===== src/rtl/seg_mux_driver.sv =====
// rtl/seg_mux_driver.sv - time-multiplexed seven-segment driver with dead-time guard
// Outputs are registered from the current state, so the display lags the sequencer by one cycle.
module seg_mux_driver #(
  parameter int NUM_DIGITS     = 2,
  parameter int REFRESH_DIV    = 24000,
  parameter int BLANK_CYCLES   = 16,
  parameter int SEG_ACTIVE_LOW = 1,
  parameter int AN_ACTIVE_LOW  = 1
) (
  input  logic                      clk_i,
  input  logic                      reset_ni,
  input  logic [4*NUM_DIGITS-1:0]   digits_i,
  input  logic [NUM_DIGITS-1:0]     blank_mask_i,
  output logic [6:0]                seg_o,
  output logic [NUM_DIGITS-1:0]     an_o,
  output logic [((NUM_DIGITS > 1) ? $clog2(NUM_DIGITS) : 1)-1:0] cur_digit_o,
  output logic                      frame_start_o
);

  localparam int IW        = (NUM_DIGITS > 1) ? $clog2(NUM_DIGITS) : 1;
  localparam int CW        = $clog2(REFRESH_DIV);
  localparam int ON_CYCLES = REFRESH_DIV - BLANK_CYCLES;

  localparam logic [CW-1:0]         GUARD_LAST = CW'(BLANK_CYCLES - 1);
  localparam logic [CW-1:0]         ON_LAST    = CW'(ON_CYCLES - 1);
  localparam logic [IW-1:0]         IDX_LAST   = IW'(NUM_DIGITS - 1);
  localparam logic [6:0]            SEG_OFF    = (SEG_ACTIVE_LOW != 0) ? 7'h7F : 7'h00;
  localparam logic [NUM_DIGITS-1:0] AN_OFF     = (AN_ACTIVE_LOW != 0) ? {NUM_DIGITS{1'b1}} : '0;

  typedef enum logic {S_GUARD, S_ON} state_e;

  state_e                  state_q, state_d;
  logic [CW-1:0]           cnt_q, cnt_d;
  logic [IW-1:0]           idx_q, idx_d;
  logic [4*NUM_DIGITS-1:0] digit_snap_q;
  logic [NUM_DIGITS-1:0]   blank_snap_q;
  logic [6:0]              seg_q, seg_d;
  logic [NUM_DIGITS-1:0]   an_q, an_d;
  logic [IW-1:0]           cur_q, cur_d;
  logic                    fs_q, fs_d;
  logic                    snap_en;
  logic [3:0]              nibble;
  logic                    lit;

  function automatic logic [6:0] decode(input logic [3:0] v);
    case (v)
      4'h0: decode = 7'b0111111;
      4'h1: decode = 7'b0000110;
      4'h2: decode = 7'b1011011;
      4'h3: decode = 7'b1001111;
      4'h4: decode = 7'b1100110;
      4'h5: decode = 7'b1101101;
      4'h6: decode = 7'b1111101;
      4'h7: decode = 7'b0000111;
      4'h8: decode = 7'b1111111;
      4'h9: decode = 7'b1101111;
      4'hA: decode = 7'b1110111;
      4'hB: decode = 7'b1111100;
      4'hC: decode = 7'b0111001;
      4'hD: decode = 7'b1011110;
      4'hE: decode = 7'b1111001;
      default: decode = 7'b1110001;
    endcase
  endfunction

  // The frame snapshot is taken on the very first cycle of digit 0's guard.
  assign snap_en = (state_q == S_GUARD) && (idx_q == '0) && (cnt_q == '0);

  always_ff @(posedge clk_i or negedge reset_ni) begin
    if (!reset_ni) begin
      state_q      <= S_GUARD;
      cnt_q        <= '0;
      idx_q        <= '0;
      digit_snap_q <= '0;
      blank_snap_q <= '0;
      seg_q        <= SEG_OFF;
      an_q         <= AN_OFF;
      cur_q        <= '0;
      fs_q         <= 1'b0;
    end else begin
      state_q <= state_d;
      cnt_q   <= cnt_d;
      idx_q   <= idx_d;
      if (snap_en) begin
        digit_snap_q <= digits_i;
        blank_snap_q <= blank_mask_i;
      end
      seg_q <= seg_d;
      an_q  <= an_d;
      cur_q <= cur_d;
      fs_q  <= fs_d;
    end
  end

  always_comb begin
    state_d = state_q;
    cnt_d   = cnt_q + CW'(1);
    idx_d   = idx_q;
    case (state_q)
      S_GUARD: begin
        if (cnt_q == GUARD_LAST) begin
          state_d = S_ON;
          cnt_d   = '0;
        end
      end
      default: begin
        if (cnt_q == ON_LAST) begin
          state_d = S_GUARD;
          cnt_d   = '0;
          idx_d   = (idx_q == IDX_LAST) ? '0 : idx_q + IW'(1);
        end
      end
    endcase
  end

  always_comb begin
    nibble = digit_snap_q[{idx_q, 2'b00} +: 4];
    lit    = (state_q == S_ON) && !blank_snap_q[idx_q];
    seg_d  = SEG_OFF;
    an_d   = AN_OFF;
    cur_d  = idx_q;
    fs_d   = snap_en;
    if (lit) begin
      seg_d = decode(nibble) ^ SEG_OFF;
      for (int i = 0; i < NUM_DIGITS; i++) begin
        if (idx_q == IW'(i)) an_d[i] = ~AN_OFF[i];
      end
    end
  end

  assign seg_o         = seg_q;
  assign an_o          = an_q;
  assign cur_digit_o   = cur_q;
  assign frame_start_o = fs_q;

endmodule


===== config.mk =====
export PLATFORM = sky130hd
export DESIGN_NAME = seg_mux_driver
export DESIGN_NICKNAME = d
export VERILOG_FILES = /design/src/rtl/seg_mux_driver.sv
export SDC_FILE = /design/constraint.sdc
export NUM_CORES = 1
export LEC_CHECK = 0
export ABC_AREA = 1
export CORE_ASPECT_RATIO = 2
export CORE_MARGIN = 8
export CORE_UTILIZATION = 25
export DETAILED_ROUTE_END_ITERATION = 6
export RECOVER_POWER = 100
export REMOVE_ABC_BUFFERS = 1
export SYNTH_ARGS = -nofsm -noshare
export SYNTH_HDL_FRONTEND = slang
export SYNTH_SLANG_ARGS = --single-unit

===== constraint.sdc =====
create_clock -name clk_i -period 1.7 [get_ports clk_i]
set_input_delay 0.425 -clock clk_i [delete_from_list [all_inputs] [get_ports clk_i]]
set_output_delay 0.425 -clock clk_i [all_outputs]
set_load 0.01 [all_outputs]

==> results.sh <==
export IMPL_status="finished clean"
export IMPL_n_antenna_cell=0
export IMPL_cts_max_path_buffers=2
export IMPL_clkSinkCount=38
export IMPL_synth_avg_cell_area_um2=7.59
export IMPL_grt_max_degree=21
export IMPL_initial_core_util_pct=25.3
export IMPL_cts_tree="yes"
export IMPL_hold_violations=0
export IMPL_crit_path_start_kind="flop"
export IMPL_syn_area_mm2=0.00206
export IMPL_hp_class="input pin to async pin"
export IMPL_synth_most_common_cell="nand2_1"
export IMPL_fin_setup_tns_ns=0
export IMPL_grt_pass1_wl_mm=8.31
export IMPL_synth_cells=272
export IMPL_slew_violations=0
export IMPL_dieWidth_um=80.3
export IMPL_synth_ff_type="dfrtp_1"
export IMPL_setup_viol=0
export IMPL_route_detailed_drc=0
export IMPL_cap_violations=0
export IMPL_die_y_um=145
export IMPL_timing_final_ws_setup_ns=0.0531
export IMPL_grt_use_total_pct=9.17
export IMPL_cts_hold_buf=0
export IMPL_drtAntennaViolNets=0
export IMPL_fin_skew_ns=0.00262
export IMPL_die_area_mm2=0.0116
export IMPL_yosysSeqAreaShare_pct=46.6
export IMPL_path_cells="dlygate4sd3_1"
export IMPL_power_density_mw_per_mm2=782
export IMPL_antenna_found_initial=0
export IMPL_tightest_slew_ns=1.12
export IMPL_cpLargestDelayFamily="buffers and inverters"
export IMPL_clock_latency_ns=0.27
export IMPL_crit_required_ns=1.27
export IMPL_critPathBufInv=1
export IMPL_synth_seq_cells=38
export IMPL_numCtsBuffers=5
export IMPL_ys_warn_count=0
export IMPL_placed_area_mm2=0.00245
export IMPL_critPathMaxStageDelay_ns=0.60
export IMPL_period_share_pct=96.9
export IMPL_cts_setup_buffers=0
export IMPL_cp_slowest_cell="dlygate4sd3_1"
export IMPL_area_delta_synth_final_pct=25.2
export IMPL_max_freq_mhz=607
export IMPL_synth_top_area_share_pct=35.2
export IMPL_slew_headroom_pct=25.4
export IMPL_synth_edff_count=0
export IMPL_place_congestion=0.861
export IMPL_io_pins=23
export IMPL_p_leak_nw=1.27
export IMPL_routed_wl_mm=5.01
export IMPL_dp_hpwl_mm=3.94
export IMPL_nets=323
export IMPL_drive_above_1_share_pct=9.21
export IMPL_grt_setup_unrepaired="false"
export IMPL_critPathCaptureType="output port"
export IMPL_cts_root_buf="clkbuf_16"
export IMPL_criticalPathCategory="flop to output port"
export IMPL_htreeDepth=2
export IMPL_ys_types=19
export IMPL_yosysTopAreaCell="dfrtp_1"
export IMPL_ir_drop_v=0.000457
export IMPL_first_global_vias=1802
export IMPL_first_pass_iters=5
export IMPL_grt_remaining_overflow=0
export IMPL_arrival_ns=1.22
export IMPL_synth_area_leaders="dfrtp_1, nand2_1, dfstp_2"
export IMPL_period_needed_ns=1.65
export IMPL_via_count=1827
export IMPL_clk_pin_slew_worst_paths_ns=0.05
export IMPL_num_rows=47
export IMPL_dp_slack_ns=0.154
export IMPL_via_per_inst=4.54
export IMPL_nFillCells=841
export IMPL_final_area_mm2=0.00258
export IMPL_drt_iter0_drc=86
export IMPL_cp_max_fo=1
export IMPL_async_flop_share_pct=100
export IMPL_routedWlPerCell_um=12.5
export IMPL_portBuffers=22
export IMPL_ys_top_cells_by_count="nand2_1, nor2_1, inv_1"
export IMPL_core_mm2=0.00817
==> cell usage in the layout (no fill, tap or decap), drive strengths merged <==
master / synthesis / layout
dfrtp: 29 / 29
o21a: 1 / 1
nand4: 16 / 16
nand2: 83 / 83
buf: 8 / 9
clkbuf: 0 / 9
nor3: 3 / 3
nand3: 29 / 29
clkdlybuf4s50: 0 / 11
nor2: 36 / 36
dfstp: 9 / 9
clkinv: 0 / 1
o211ai: 2 / 2
inv: 34 / 34
dlygate4sd3: 0 / 1
xor2: 4 / 4
o21ai: 8 / 8
ha: 8 / 8
a21oi: 2 / 2
dlygate4sd2: 0 / 9
==> kinds of logic after synthesis <==
logic type               after synthesis  synth area share [%]
flip-flops                            38                  46.6
AO/OA/AOI/OAI                         13                  3.70
XOR/XNOR                               4                  1.70
AND/OR/NAND/NOR                      167                  34.5
buffers and inverters                 42                  8.67
adder cells (fa/ha/maj)                8                  4.85
==> state kept, by name, indices dropped and copies added, names as in the netlist <==
name / cells
blank_snap_q: 2
frame_start_o: 1
cur_digit_o: 1
an_o: 2
seg_o: 7
state_q: 1
digit_snap_q: 8
cur_d: 1
cnt_q: 15
==> where the power goes <==
group	internal (W)	leakage [nW]	switching (W)	total [W]
Clock	0.000581	0.0739	0.000338	0.000919
Combinational	0.0000667	0.736	0.0000844	0.000151
Sequential	0.000941	0.462	0.00000862	0.000950
Total	0.00159	1.27	0.000431	0.00202
==> layer usage <==
| metal | wire length, µm | GRT usage, % | share of wire (%) | vias up |
|---|---|---|---|---|
| li1 | - | - | - | 926 |
| met1 | 1760 | 8.15 | 35 | 857 |
| met2 | 2930 | 18.3 | 59 | 34 |
| met3 | 190 | 2.12 | 3.8 | 10 |
| met4 | 121 | 3.96 | 2.4 | 0 |
| met5 | 0 | 0 | 0 | - |
==> path summary, 6_finish.rpt <==
path,startpoint,to,slack (ns),cells past startpoint
min in group clk_i,digit_snap_q[1]$_DFFE_PN0P_,digit_snap_q[1]$_DFFE_PN0P_,0.46,2
worst max register to register,cnt_q[0]$_DFF_PN0_,digit_snap_q[6]$_DFFE_PN0P_,0.14,8
worst min-delay path,reset_ni,digit_snap_q[2]$_DFFE_PN0P_,0.35,1
worst min register to register,digit_snap_q[1]$_DFFE_PN0P_,digit_snap_q[1]$_DFFE_PN0P_,0.46,2
max in group asynchronous,reset_ni,cnt_q[12]$_DFF_PN0_,0.68,1
worst max-delay path,cur_digit_o$_DFF_PN0_,cur_digit_o,0.05,1
==> area by class of cell <==
cell class | count | area [µm²] | area share, %
clock buffer | 7 | 143 | 5.52
clock inverter | 1 | 5.00 | 0.194
inverter | 34 | 128 | 4.94
multi-input combinational | 192 | 926 | 35.8
sequential | 38 | 962 | 37.2
tap | 98 | 123 | 4.74
timing repair buffer | 32 | 299 | 11.6
==> per-stage QoR <==
step	hold slack, ns	cells	util [%]	total power, W
6_report	0.352	402	31.6	0.00202
5_1_grt	0.460	402	31.6	0.00212
4_1_cts	0.115	402	31.7	0.00205
3_5_place_dp	0.408	394	30.0	0.00113
3_3_place_gp	0.413	394	30.0	0.00113
2_1_floorplan	0.129	264	-	0.00103
==> timing repair <==
action / CTS / global route
cloned: 0 / 0
setup endpoints to repair: 9 / 5
gates resized for setup: 9 / 2
Power figures use the tool's default switching activity.
